==> src/rtl/stream_rr_arbiter_if.sv <==
// Stream bundle between requesters, the round-robin arbiter and its consumer.
// The slave modport is the arbiter's view; master is the environment's view.
interface stream_rr_arbiter_if #(
   parameter int nports = 2,
   parameter int nbits  = 32,
   parameter int sbits  = (nports > 1) ? $clog2(nports) : 1
);
   logic [nports*nbits-1:0] in_msg;
   logic [nports-1:0]       in_val;
   logic [nports-1:0]       in_rdy;
   logic [nbits-1:0]        out_msg;
   logic [sbits-1:0]        out_src;
   logic                    out_val;
   logic                    out_rdy;

   modport slave (
      input  in_msg, in_val, out_rdy,
      output in_rdy, out_msg, out_src, out_val
   );

   modport master (
      output in_msg, in_val, out_rdy,
      input  in_rdy, out_msg, out_src, out_val
   );
endinterface

==> src/rtl/stream_rr_arbiter.sv <==
// Round-robin arbiter sharing one registered output stream among nports
// val/rdy requesters. The winner is latched with its source index; the
// priority pointer advances past the winner only on an accepted transfer.
module stream_rr_arbiter #(
   parameter int nports = 2,
   parameter int nbits  = 32,
   parameter int sbits  = (nports > 1) ? $clog2(nports) : 1
) (
   input logic                clk,
   input logic                reset_n,
   stream_rr_arbiter_if.slave bus
);
   logic [sbits-1:0]  ptr_q, ptr_d;
   logic [nbits-1:0]  out_msg_q, out_msg_d;
   logic [sbits-1:0]  out_src_q, out_src_d;
   logic              out_val_q, out_val_d;
   logic              space;
   logic              found;
   logic              xfer;
   logic [sbits-1:0]  gnt;
   logic [sbits-1:0]  idx;
   logic [nports-1:0] rdy;

   // Output register can take a new message if empty or draining this cycle.
   assign space = !out_val_q || bus.out_rdy;

   // Walk ports ptr, ptr+1, ... with wrap; the first valid one wins.
   always_comb begin
      found = 1'b0;
      gnt   = '0;
      idx   = ptr_q;
      for (int k = 0; k < nports; k++) begin
         if (!found && bus.in_val[idx]) begin
            found = 1'b1;
            gnt   = idx;
         end
         idx = (idx == sbits'(nports - 1)) ? '0 : idx + 1'b1;
      end
   end

   // Ready goes only to the winner, and never while reset is asserted.
   always_comb begin
      rdy = '0;
      if (reset_n && found) rdy[gnt] = space;
   end

   assign xfer = reset_n && found && space;

   // Next state: load the winner, else drain, else hold.
   always_comb begin
      ptr_d     = ptr_q;
      out_msg_d = out_msg_q;
      out_src_d = out_src_q;
      out_val_d = out_val_q;
      if (xfer) begin
         out_msg_d = bus.in_msg[int'(gnt)*nbits +: nbits];
         out_src_d = gnt;
         out_val_d = 1'b1;
         ptr_d     = (gnt == sbits'(nports - 1)) ? '0 : gnt + 1'b1;
      end else if (out_val_q && bus.out_rdy) begin
         out_val_d = 1'b0;
      end
   end

   // State registers with synchronous active-low reset.
   always_ff @(posedge clk) begin
      if (!reset_n) begin
         ptr_q     <= '0;
         out_msg_q <= '0;
         out_src_q <= '0;
         out_val_q <= 1'b0;
      end else begin
         ptr_q     <= ptr_d;
         out_msg_q <= out_msg_d;
         out_src_q <= out_src_d;
         out_val_q <= out_val_d;
      end
   end

   assign bus.in_rdy  = rdy;
   assign bus.out_msg = out_msg_q;
   assign bus.out_src = out_src_q;
   assign bus.out_val = out_val_q;
endmodule

==> src/flat_wrapper.sv <==
// flat-port wrapper written by rule: the top's interface ports become plain ports
module stream_rr_arbiter_flat 
#(
   parameter int nports = 2,
   parameter int nbits  = 32,
   parameter int sbits  = (nports > 1) ? $clog2(nports) : 1
)
  (clk, reset_n, bus_in_msg, bus_in_val, bus_out_rdy, bus_in_rdy, bus_out_msg, bus_out_src, bus_out_val);
  stream_rr_arbiter_if #(.nports(nports), .nbits(nbits), .sbits(sbits)) bus_i ();
  input logic clk;
  input logic reset_n;
  input wire logic [$bits(bus_i.in_msg)-1:0] bus_in_msg;
  input wire logic [$bits(bus_i.in_val)-1:0] bus_in_val;
  input wire logic [$bits(bus_i.out_rdy)-1:0] bus_out_rdy;
  output wire logic [$bits(bus_i.in_rdy)-1:0] bus_in_rdy;
  output wire logic [$bits(bus_i.out_msg)-1:0] bus_out_msg;
  output wire logic [$bits(bus_i.out_src)-1:0] bus_out_src;
  output wire logic [$bits(bus_i.out_val)-1:0] bus_out_val;
  assign bus_i.in_msg = bus_in_msg;
  assign bus_i.in_val = bus_in_val;
  assign bus_i.out_rdy = bus_out_rdy;
  assign bus_in_rdy = bus_i.in_rdy;
  assign bus_out_msg = bus_i.out_msg;
  assign bus_out_src = bus_i.out_src;
  assign bus_out_val = bus_i.out_val;
  stream_rr_arbiter #(.nports(nports), .nbits(nbits), .sbits(sbits)) u_core (.clk(clk), .reset_n(reset_n), .bus(bus_i));
endmodule
==> config.mk <==
export PLATFORM = sky130hd
export DESIGN_NAME = stream_rr_arbiter_flat
export DESIGN_NICKNAME = d
export VERILOG_FILES = /design/src/rtl/stream_rr_arbiter_if.sv /design/src/rtl/stream_rr_arbiter.sv /design/src/flat_wrapper.sv
export SDC_FILE = /design/constraint.sdc
export NUM_CORES = 1
export LEC_CHECK = 0
export ABC_AREA = 0
export BUFFER_PORTS_ARGS = -buffer_cell sky130_fd_sc_hd__buf_2
export CAP_MARGIN = 20
export CORE_UTILIZATION = 44
export CTS_CLUSTER_SIZE = 30
export DETAILED_ROUTE_END_ITERATION = 7
export GPL_TIMING_DRIVEN = 0
export PLACE_DENSITY_LB_ADDON = 0.3
export SKIP_LAST_GASP = 1
export SLEW_MARGIN = 0
export SYNTH_ARGS = -nofsm -noshare
export SYNTH_HDL_FRONTEND = slang
export SYNTH_SLANG_ARGS = --single-unit
==> constraint.sdc <==
create_clock -name clk -period 1.3 [get_ports clk]
set_clock_uncertainty 0.05 [all_clocks]
set_input_delay 0.26 -clock clk [delete_from_list [all_inputs] [get_ports clk]]
set_output_delay 0.26 -clock clk [all_outputs]
set_load 0.02 [all_outputs]
# After elaboration in Yosys (flattened, before gate mapping)
# Cells that the tools add are included.
[word_totals]
register_bits = 35
in_bits = 69
out_inout_bits = 36
wordCells = 36
[classes]
addsub = 2
n_lt_le_gt_ge = 4
n_shift = 1
muxes = 15
bitwise_logic = 1
n_reduce_logical = 9
[op_table]
columns = ["operator", "count"]
rows = [
  ["$shiftx 64x7->32", 1],
  ["$mux 1", 13],
  ["$lt 1x2->1 const B", 3],
  ["$logic_and 1x1->1", 5],
  ["$add 1x1->1 const B", 2],
  ["$and 2x2->2", 1],
  ["$logic_not 1->1", 2],
  ["$mux 2", 1],
  ["$reduce_bool 2->1", 1],
  ["$demux 1 s1", 1],
  ["$ge 1x1->1 const B", 1],
  ["$logic_or 1x1->1", 1],
]

# Longest topological paths before layout
# Gate-level depths: netlist of run 1.
[depth]
word_depth = 12
depth_mapped = 5
depth_no_buf = 3

# Least setup slack after synthesis of run 1
# Ideal clock, no wire load.
[synth_path]
kind = "reg2out"
startpoint = "register u_core.out_val_q, in the netlist u_core.bus.out_val"
endpoint = "output port bus_in_rdy[1]"
arrival_time_ns = 0.956
setup_slack_ns = 0.034
stages_incl_launch_ff = 5
cell_sequence = "dfxtp_1 > nand2b_4 > nand4_4 > buf_4 > inv_2"
[synth_between]
elab_chain_cells = 4
[synth_rtl]
columns = ["element", "line", "rtl"]
rows = [
  ["from (decl)", "stream_rr_arbiter.sv:16", "logic out_val_q, out_val_d;"],
  ["from (signal assigned)", "stream_rr_arbiter.sv:76", "out_val_q <= out_val_d;"],
  ["$logic_not 1->1", "stream_rr_arbiter.sv:25", "assign space = !out_val_q || bus.out_rdy;"],
  ["$logic_or 1x1->1", "stream_rr_arbiter.sv:25", ""],
  ["$and 2x2->2 (no line)", "--", ""],
  ["$mux 2", "stream_rr_arbiter.sv:44", "if (reset_n && found) rdy[gnt] = space;"],
  ["to (decl)", "flat_wrapper.sv:15", "output wire logic [$bits(bus_i.in_rdy)-1:0] bus_in_rdy;"],
]
# No other way between the ends.

# Final worst setup path of run 1
[layout_path]
startpoint = "register u_core.ptr_q"
endpoint = "output port bus_in_rdy[1]"
[layout_between]
elab_chain_cells = 12
[layout_rtl]
columns = ["element", "line", "rtl"]
rows = [
  ["from (decl)", "stream_rr_arbiter.sv:13", "logic [sbits-1:0] ptr_q, ptr_d;"],
  ["from (signal assigned)", "stream_rr_arbiter.sv:73", "ptr_q <= ptr_d;"],
  ["$add 1x1->1 / $mux 1 (equally long branches)", "stream_rr_arbiter.sv:37, stream_rr_arbiter.sv:33", ""],
  ["$mux 1, on equally long branches", "stream_rr_arbiter.sv:37, stream_rr_arbiter.sv:33", ""],
  ["$mux 1 (implied by the code)", "stream_rr_arbiter.sv:33", "if (!found && bus.in_val[idx]) begin"],
  ["$mux 1 (implied by the code) / $logic_not 1->1 (equally long branches)", "stream_rr_arbiter.sv:33", ""],
  ["$logic_and 1x1->1", "stream_rr_arbiter.sv:33", ""],
  ["$mux 1", "stream_rr_arbiter.sv:33", ""],
  ["$lt 1x2->1 (implied by the code) / $ge 1x1->1 (equally long branches)", "stream_rr_arbiter.sv:44", ""],
  ["$logic_and 1x1->1 (implied by the code)", "stream_rr_arbiter.sv:44", ""],
  ["$mux 1 (implied by the code)", "stream_rr_arbiter.sv:44", ""],
  ["$demux 1 s1", "--", ""],
  ["$and 2x2->2 (no line)", "--", ""],
  ["$mux 2 (*)", "stream_rr_arbiter.sv:44", ""],
]
# Mark *: on every way between the ends. The rest lies on a longest branch, timed or not. The select of a mux whose other input is x is not followed.

==> impl_metrics.env, run 1 <==
export IMPL_status="finished, violations left"
export IMPL_violations="setup timing"
export IMPL_register_area_sq_um=706
export IMPL_ant_nets=0
export IMPL_antenna_cells=0
export IMPL_drc=0
export IMPL_synth_seq_cells=35
export IMPL_io_pins=105
export IMPL_gr_total_overflow=0
export IMPL_syn_num_nets=268
export IMPL_finalCritPeriodShare_pct=113
export IMPL_whs_ns=0.189
export IMPL_port_buffers=103
export IMPL_clock_path_buffers=2
export IMPL_ir_drop_v=0.000581
export IMPL_dp_hpwl_um=3520
export IMPL_cp_required_ns=0.99
export IMPL_finalPower_mw=2.74
export IMPL_crit_path_max_fanout=3
export IMPL_clock_sinks=35
export IMPL_yosysWarnings=0
export IMPL_syn2layout_area_growth_pct=41.5
export IMPL_dr_pass1_iters=4
export IMPL_yosys_top_cells_area="dfxtp_1 (38%), o221ai_2 (23%), nand4_1 (11%)"
export IMPL_multi_input_area_sq_um=913
export IMPL_insertion_delay_ns=0.28
export IMPL_start_util_pct=46.2
export IMPL_coreArea_sq_um=4030
export IMPL_dp_slack_ns=-0.125
export IMPL_antenna_found_initial=0
export IMPL_wl_um=5040
export IMPL_rsz0062_at_grt="yes"
export IMPL_rows=23
export IMPL_ys_types=22
export IMPL_clock_fmax_ghz=0.682
export IMPL_drt_first_iter_violations=108
export IMPL_grt_pass1_wl_um=7770
export IMPL_syn_area_per_cell_sq_um=9.36
export IMPL_first_global_vias=1754
export IMPL_fp_dieH_um=67.1
export IMPL_post_route_cells_drive_above_1_share_pct=54.0
export IMPL_setup_viol=2
export IMPL_hold_path_class="input pin to flop"
export IMPL_grtUsageTotal_pct=22.9
export IMPL_netlist_top_cells_count="dfxtp_1 (35), inv_1 (33), nand2_1 (32), nand4_1 (32), o221ai_2 (29)"
export IMPL_grt_max_degree=11
export IMPL_cts_clk_slew_worst_paths_ns=0.07
export IMPL_tightest_slew_ns=0.472
export IMPL_crit_chain="nand2b_4, nand4_4, buf_8, inv_2, buf_6"
export IMPL_post_synth_top_area_cell="dfxtp_1"
export IMPL_ys_seq_area_share_pct=37.6
export IMPL_finalHoldViolations=0
export IMPL_p_leak_nw=1.29
export IMPL_critPathSlowestCell="dfxtp_4"
export IMPL_worst_path_buf_inv=3
export IMPL_slew_viol_final=0
export IMPL_post_synth_top_count_cell="dfxtp_1"
export IMPL_cp_top_family="flip-flops"
export IMPL_max_slew_margin_rel_pct=68.5
export IMPL_dieArea_sq_um=4500
export IMPL_critical_path_class="flop to primary output"
export IMPL_synth_edf_count=0
export IMPL_via_count=1907
export IMPL_finalCriticalPeriod_ns=1.47
export IMPL_power_density_nw_per_um2=1040
export IMPL_crit_path_end_kind="primary output"
export IMPL_cts_hold_buf=0
export IMPL_drv_cap=0
export IMPL_ys_async_sr_fraction_pct=0
export IMPL_cp_arrival_ns=1.16
export IMPL_synth_top_area_share_pct=37.6
export IMPL_syn_area_sq_um=1860
export IMPL_die_w_um=67.1
export IMPL_ys_flop_type="dfxtp_1"
export IMPL_wl_per_cell_um=13.8
export IMPL_layout_nets=383
export IMPL_vias_per_cell=5.22
export IMPL_n_fill_cell=370
export IMPL_routabilityCongestion=0.791
export IMPL_htreeDepth=2
export IMPL_setup_ws_ns=-0.166
export IMPL_cts_root_buf="clkbuf_8"
export IMPL_cts_buffers=5
export IMPL_cts_tree="done"
export IMPL_critPathMaxStageDelay_ns=0.37
export IMPL_cp_start_kind="flop"
export IMPL_syn_inst=199
per-layer routing:
metal | GRT usage (%) | share of wire (%) | wire length, um
met5 | 0 | 0 | 0
met4 | 5.59 | 0.71 | 36
met3 | 5.14 | 6.0 | 300
met2 | 41.1 | 50 | 2520
met1 | 26.9 | 43 | 2180
placed cells by master (no fill, tap or decap), drive strengths merged:
cell,synthesis,layout
nor2,1,1
clkinv,0,1
a21boi,2,2
o21a,2,2
a311oi,1,1
nand2,32,32
o221ai,32,32
inv,34,34
nand2b,2,2
dfxtp,35,35
a21oi,2,2
buf,18,126
clkbuf,3,10
nand4,33,33
and3,2,2
logic make-up after synthesis:
family / after synthesis / synth area share [%]
AND/OR/NAND/NOR: 70 / 20.4
flip-flops: 35 / 37.6
buffers and inverters: 55 / 14.2
AO/OA/AOI/OAI: 39 / 27.7
final cells by class:
cell class	instances	area share (%)
Multi-Input combinational cell	109	34.7
Timing Repair Buffer	108	21.5
Sequential cell	35	26.8
Tap cell	50	2.38
Inverter	34	4.85
Clock buffer	7	2.90
Clock inverter	1	0.190
Buffer	21	6.75
power breakdown:
part,internal (mW),switching [mW]
logic,0.325,0.434
registers,1.17,0.0486
clock network,0.376,0.383
total,1.87,0.865
final timing paths:
| path | startpoint | end | slack (ns) | cells past startpoint |
|---|---|---|---|---|
| worst min register to register | u_core.bus.out_msg[3] | u_core.bus.out_msg[3] | 0.45 | 2 |
| worst max-delay path | u_core.ptr_q | bus_in_rdy[1] | -0.17 | 5 |
| worst min-delay path | bus_in_msg[15] | u_core.bus.out_msg[15] | 0.19 | 3 |
| worst max register to register | u_core.bus.out_val | u_core.bus.out_msg[26] | 0.07 | 6 |
what timing repair did:
item	CTS	global route
resized for setup	14	11
endpoints found under the setup margin	2	31
pin swaps	2	2
setup buffers	5	0
cloned	0	0
through the flow:
step	util, %	cell area [sq um]	TNS, ns	std cells
5_1_grt	65.4	2630	-0.376	365
4_1_cts	64.7	2610	-0.301	365
3_3_place_gp	60.6	2440	-0.174	352
3_5_place_dp	60.6	2440	-0.192	352
2_1_floorplan	-	1860	0	199
6_report	65.4	2630	-0.290	365
flip-flops by register name (all words and copies together), names as in the netlist:
| signal | cells |
|---|---|
| u_core.bus.out_src | 1 |
| u_core.bus.out_val | 1 |
| u_core.ptr_q | 1 |
| u_core.bus.out_msg | 32 |
worst reg2reg max path: stages, from the launching register on:
cell and delay (ns):
dfxtp_2 0.35, nand2b_4 0.08, buf_6 0.12, buf_4 0.16, buf_6 0.15, nand4_1 0.11
o221ai_2 0.09
Note: power is estimated with default switching activity, not from simulation.
==> run 2: changes to the inputs <==
--- a/config.mk
+++ b/config.mk
@@ -14,3 +14,3 @@
 export GPL_TIMING_DRIVEN = 0
-export PLACE_DENSITY_LB_ADDON = 0.3
+export PLACE_DENSITY_LB_ADDON = 0.2
 export SKIP_LAST_GASP = 1
--- a/constraint.sdc
+++ b/constraint.sdc
@@ -4,2 +4,2 @@
 set_output_delay 0.26 -clock clk [all_outputs]
-set_load 0.02 [all_outputs]
+set_load 0.005 [all_outputs]
==> impl_metrics.env, run 2 (same netlist as run 1, synthesis figures left out) <==
export IMPL_io_pins=105
export IMPL_critPathCapture="bus_in_rdy[1]"
export IMPL_routabilityCongestion=0.730
export IMPL_finalHoldViolations=0
export IMPL_setup_viol=2
export IMPL_layout_commonest_cell="buf_2"
export IMPL_slew_viol_final=0
export IMPL_post_route_cells_drive_above_1_share_pct=54.4
export IMPL_status="finished, violations left"
export IMPL_setup_ws_ns=-0.178
export IMPL_crit_path_max_fanout=3
export IMPL_register_area_sq_um=706
export IMPL_insertion_delay_ns=0.28
export IMPL_ff2ff_path_depth=6
export IMPL_finalCriticalPeriod_ns=1.48
export IMPL_p_leak_nw=1.29
export IMPL_cp_required_ns=0.99
export IMPL_cts_buffers=5
export IMPL_violations="setup timing"
export IMPL_tightest_slew_ns=0.506
export IMPL_grt_max_degree=11
export IMPL_final_util_pct=65.4
export IMPL_power_density_nw_per_um2=984
export IMPL_n_fill_cell=370
export IMPL_drt_first_iter_violations=95
export IMPL_largest_reg_flops=32
export IMPL_finalCritPeriodShare_pct=114
export IMPL_cts_root_buf="clkbuf_8"
export IMPL_grt_pass1_wl_um=7800
export IMPL_clock_fmax_ghz=0.676
export IMPL_start_util_pct=46.2
export IMPL_cts_clk_slew_worst_paths_ns=0.06
export IMPL_crit_start="u_core.ptr_q"
export IMPL_rr_startpoint="u_core.bus.out_val"
export IMPL_coreArea_sq_um=4030
export IMPL_dp_hpwl_um=3610
export IMPL_layout_nets=386
export IMPL_die_w_um=67.1
export IMPL_multi_input_area_sq_um=913
export IMPL_ant_nets=0
export IMPL_cts_hold_buf=0
export IMPL_gr_total_overflow=0
export IMPL_design_area_sq_um=2640
export IMPL_port_buffers=103
export IMPL_rows=23
export IMPL_dr_pass1_iters=4
export IMPL_crit_path_end_kind="primary output"
export IMPL_max_slew_margin_rel_pct=66.3
export IMPL_layout_common_cells="buf_2 (107), inv_1 (33), dfxtp_1 (33)"
export IMPL_wl_um=5150
export IMPL_hold_path_class="input pin to flop"
export IMPL_clock_sinks=35
export IMPL_clock_path_buffers=2
export IMPL_antenna_found_initial=0
export IMPL_r2r_end="u_core.bus.out_msg[14]"
export IMPL_syn2layout_area_growth_pct=41.5
export IMPL_rsz0062_at_grt="yes"
export IMPL_cp_arrival_ns=1.17
export IMPL_fp_dieH_um=67.1
export IMPL_vias_per_cell=5.36
export IMPL_antenna_cells=0
export IMPL_placed_area_sq_um=2440
export IMPL_cts_tree="done"
export IMPL_dieArea_sq_um=4500
export IMPL_drv_cap=0
export IMPL_r2r_setup_slack_ns=0.02
export IMPL_first_global_vias=1746
export IMPL_drc=0
export IMPL_wl_per_cell_um=14.1
export IMPL_ir_drop_v=0.000605
export IMPL_critical_path_class="flop to primary output"
export IMPL_grtUsageTotal_pct=22.9
export IMPL_htreeDepth=2
export IMPL_cp_start_kind="flop"
export IMPL_via_count=1960
-- run 2: cell count changes in the layout (fill, tap and decap cells not counted), sizes merged --
cell	change
buf	+3
clkbuf	-1
clkinv	-1
-- run 2: worst min-delay path by stage --
stage	start	depth (start not counted)	slack (ns)	to
2_1_floorplan	bus_in_val[1]	1	0.32	u_core.ptr_q
3_3_place_gp	u_core.bus.out_msg[4]	2	0.43	u_core.bus.out_msg[4]
3_5_place_dp	u_core.bus.out_msg[18]	2	0.44	u_core.bus.out_msg[18]
4_1_cts	bus_in_msg[23]	3	0.17	u_core.bus.out_msg[23]
5_1_grt	bus_in_msg[18]	3	0.18	u_core.bus.out_msg[18]
6_report	bus_in_msg[23]	3	0.18	u_core.bus.out_msg[23]
-- run 2: through the flow --
step	TNS (ns)	setup slack (ns)	total power [mW]	hold WS, ns	cells
global placement	-0.152	-0.0596	1.84	0.434	352
finish	-0.310	-0.178	2.59	0.179	366
global route	-0.605	-0.215	2.73	0.182	366
floorplan	0	0.117	1.58	0.322	199
CTS	-0.310	-0.160	2.59	0.170	361
detailed placement	-0.360	-0.0638	1.85	0.440	352
-- run 2: final cells by class --
cell class / count / share of cell area, %
buffer: 21 / 6.27
timing repair buffer: 111 / 22.3
clock buffer: 6 / 2.75
tap: 50 / 2.37
sequential: 35 / 26.8
inverter: 34 / 4.84
multi-input combinational: 109 / 34.7
-- run 2: where the power goes --
group          internal (mW)  leakage, nW  total, mW  switching [mW]
Sequential              1.17        0.290       1.22          0.0488
Clock                  0.357       0.0371      0.720           0.363
Combinational          0.326        0.965      0.653           0.327
Total                   1.85         1.29       2.59           0.739
-- run 2: what timing repair did --
| action | 4_1_cts | 5_1_grt |
|---|---|---|
| setup endpoints to repair | 2 | 15 |
| pin swaps | 1 | 2 |
| resized for setup | 8 | 9 |
| setup buffers | 3 | 5 |
-- run 2: critical path: stages, from the launching register on --
cell	delay [ns]
dfxtp_4	0.37
nand2b_4	0.14
nand4_4	0.09
buf_8	0.14
inv_2	0.05
buf_6	0.09
-- run 2: routing by layer --
| metal | track usage (%) | vias up | routed length [um] |
|---|---|---|---|
| li1 | - | 965 | - |
| met5 | 0 | - | 0 |
| met1 | 29.1 | 913 | 2230 |
| met3 | 5.14 | 7 | 375 |
| met4 | 10.1 | 0 | 64 |
| met2 | 36.6 | 75 | 2480 |
==> run 3: changes to the inputs <==
- ABC_AREA: 0 -> 1
- CORE_UTILIZATION: 44 -> 43
==> impl_metrics.env, run 3 <==
export IMPL_crit_path_max_fanout=3
export IMPL_post_synth_top_count_cell="nand2_1"
export IMPL_post_route_cells_drive_above_1_share_pct=42.7
export IMPL_gr_usage_met1_pct=27.1
export IMPL_rsz0062_at_grt="yes"
export IMPL_p_leak_nw=1.41
export IMPL_max_slew_margin_rel_pct=67.5
export IMPL_cp_required_ns=0.99
export IMPL_finalHoldViolations=0
export IMPL_n_fill_cell=328
export IMPL_coreArea_sq_um=3770
export IMPL_critical_path_class="flop to primary output"
export IMPL_finalCritPeriodShare_pct=110
export IMPL_cts_clk_slew_worst_paths_ns=0.07
export IMPL_synth_seq_cells=35
export IMPL_multi_input_area_sq_um=957
export IMPL_layout_commonest_cell="nand2_1"
export IMPL_wl_um=4890
export IMPL_ys_types=17
export IMPL_syn_num_nets=335
export IMPL_switching_share_pct=27.1
export IMPL_first_global_vias=1787
export IMPL_pwr_share_seq_pct=43.7
export IMPL_intPower_mw=1.95
export IMPL_largest_reg_flops=32
export IMPL_layout_common_cells="nand2_1 (119), buf_2 (103), dfxtp_1 (33)"
export IMPL_wl_per_cell_um=11.2
export IMPL_violations="setup timing"
export IMPL_p_clk_share_pct=31.4
export IMPL_cts_buffers=5
export IMPL_start_util_pct=46.1
export IMPL_ant_nets=0
export IMPL_grt_max_degree=11
export IMPL_clock_fmax_ghz=0.702
export IMPL_status="finished, violations left"
export IMPL_fin_cells=437
export IMPL_layout_nets=457
export IMPL_register_area_sq_um=703
export IMPL_placed_cells=417
export IMPL_insertion_delay_ns=0.28
export IMPL_netlist_top_cells_count="nand2_1 (133), a21oi_1 (35), dfxtp_1 (35)"
export IMPL_final_util_pct=70.4
export IMPL_rows=22
export IMPL_design_area_sq_um=2660
export IMPL_ys_seq_area_share_pct=40.3
export IMPL_yosysWarnings=0
export IMPL_grt_busiest_layer="met2"
export IMPL_vias_per_cell=4.76
export IMPL_cts_root_buf="clkbuf_8"
export IMPL_syn_area_per_cell_sq_um=6.53
export IMPL_syn2layout_area_growth_pct=52.8
export IMPL_yosys_top_cells_area="dfxtp_1 (40%), nand2_1 (29%), a21oi_1 (10%)"
export IMPL_tightest_slew_ns=0.488
export IMPL_grtUsageTotal_pct=22.9
export IMPL_drc=0
export IMPL_synth_edf_count=0
export IMPL_power_switching_mw=0.727
export IMPL_cp_start_kind="flop"
export IMPL_hold_path_class="input pin to flop"
export IMPL_ir_drop_v=0.000682
export IMPL_ys_flop_type="dfxtp_1"
export IMPL_routabilityCongestion=0.792
export IMPL_drv_cap=0
export IMPL_post_synth_top_area_cell="dfxtp_1"
export IMPL_clock_path_buffers=2
export IMPL_fp_dieH_um=65.6
export IMPL_cts_tree="done"
export IMPL_drt_first_iter_violations=126
export IMPL_cp_arrival_ns=1.11
export IMPL_die_w_um=65.6
export IMPL_grt_pass1_wl_um=7560
export IMPL_setup_viol=2
export IMPL_grtUsageMet2_pct=39.6
export IMPL_crit_path_end_kind="primary output"
export IMPL_cts_hold_buf=0
export IMPL_synth_top_area_share_pct=40.3
export IMPL_gr_total_overflow=0
export IMPL_port_buffers=103
export IMPL_setup_ws_ns=-0.124
export IMPL_grt_use_met3_pct=5.90
export IMPL_via_count=2078
export IMPL_dieArea_sq_um=4300
export IMPL_power_frac_comb_pct=24.9
export IMPL_ys_async_sr_fraction_pct=0
export IMPL_antenna_cells=0
export IMPL_placed_area_sq_um=2310
export IMPL_power_density_nw_per_um2=1010
export IMPL_io_pins=105
export IMPL_fin_setup_tns_ns=-0.229
export IMPL_dr_pass1_iters=4
export IMPL_syn_inst=266
export IMPL_dp_hpwl_um=3320
export IMPL_finalCriticalPeriod_ns=1.42
export IMPL_htreeDepth=2
export IMPL_slew_viol_final=0
export IMPL_syn_area_sq_um=1740
export IMPL_clock_sinks=35
export IMPL_antenna_found_initial=0
-- run 3: logic make-up after synthesis --
| kind of cell | Yosys count | share of synthesized area (%) |
|---|---|---|
| flip-flops | 35 | 40.3 |
| AO/OA/AOI/OAI | 35 | 10.1 |
| AND/OR/NAND/NOR | 171 | 40.4 |
| buffers and inverters | 25 | 9.22 |
-- run 3: what timing repair did --
item | in CTS | in global routing
cloned | 0 | 2
pin swaps | 6 | 4
endpoints found under the setup margin | 21 | 32
gates resized for setup | 14 | 34
setup buffers | 8 | 3
-- run 3: per-layer routing --
metal,wire length (um),share of wire [%],up-vias
met4,66,1.4,0
li1,-,-,1085
met3,293,6.0,6
met2,2290,47,83
met5,0,0,-
met1,2240,46,904
-- run 3: worst max-delay path: stages, from the launching register on --
cell	delay [ns]
dfxtp_2	0.32
inv_2	0.04
nand2_4	0.07
nand2_4	0.05
buf_4	0.13
nor2_4	0.11
buf_6	0.11
-- run 3: final timing paths --
check	slack [ns]	start	to	cells past startpoint
setup / recovery	-0.12	u_core.ptr_q	bus_in_rdy[1]	6
hold / removal	0.19	reset_n	u_core.ptr_q	3
setup reg to reg	0.01	u_core.ptr_q	u_core.bus.out_msg[9]	10
hold reg to reg	0.41	u_core.bus.out_msg[13]	u_core.bus.out_msg[13]	2
-- run 3: cell type report --
class	count	share of cell area, %
clock buffers	8	3.77
inverters	6	0.942
multi-input cells	206	36.0
flip-flops and latches	35	26.5
plain buffers	19	6.26
well taps	48	2.26
repair buffers	115	24.3
-- run 3: power groups by stage --
stage	sequential [mW]	clock, mW	combinational [mW]
after global routing	1.18	0.933	0.740
final	1.17	0.841	0.667
after floorplan	1.20	0	0.314
after detailed placement	1.19	0	0.554
after global placement	1.19	0	0.549
after CTS	1.17	0.863	0.599
-- run 3: per-stage QoR --
stage               hold WS, ns  worst slack (ns)  power, mW
floorplan                 0.333            0.0924       1.51
global placement          0.389            -0.200       1.74
detailed placement        0.392            -0.184       1.75
CTS                       0.161            -0.119       2.63
global route              0.168            -0.184       2.85
finish                    0.189            -0.124       2.68
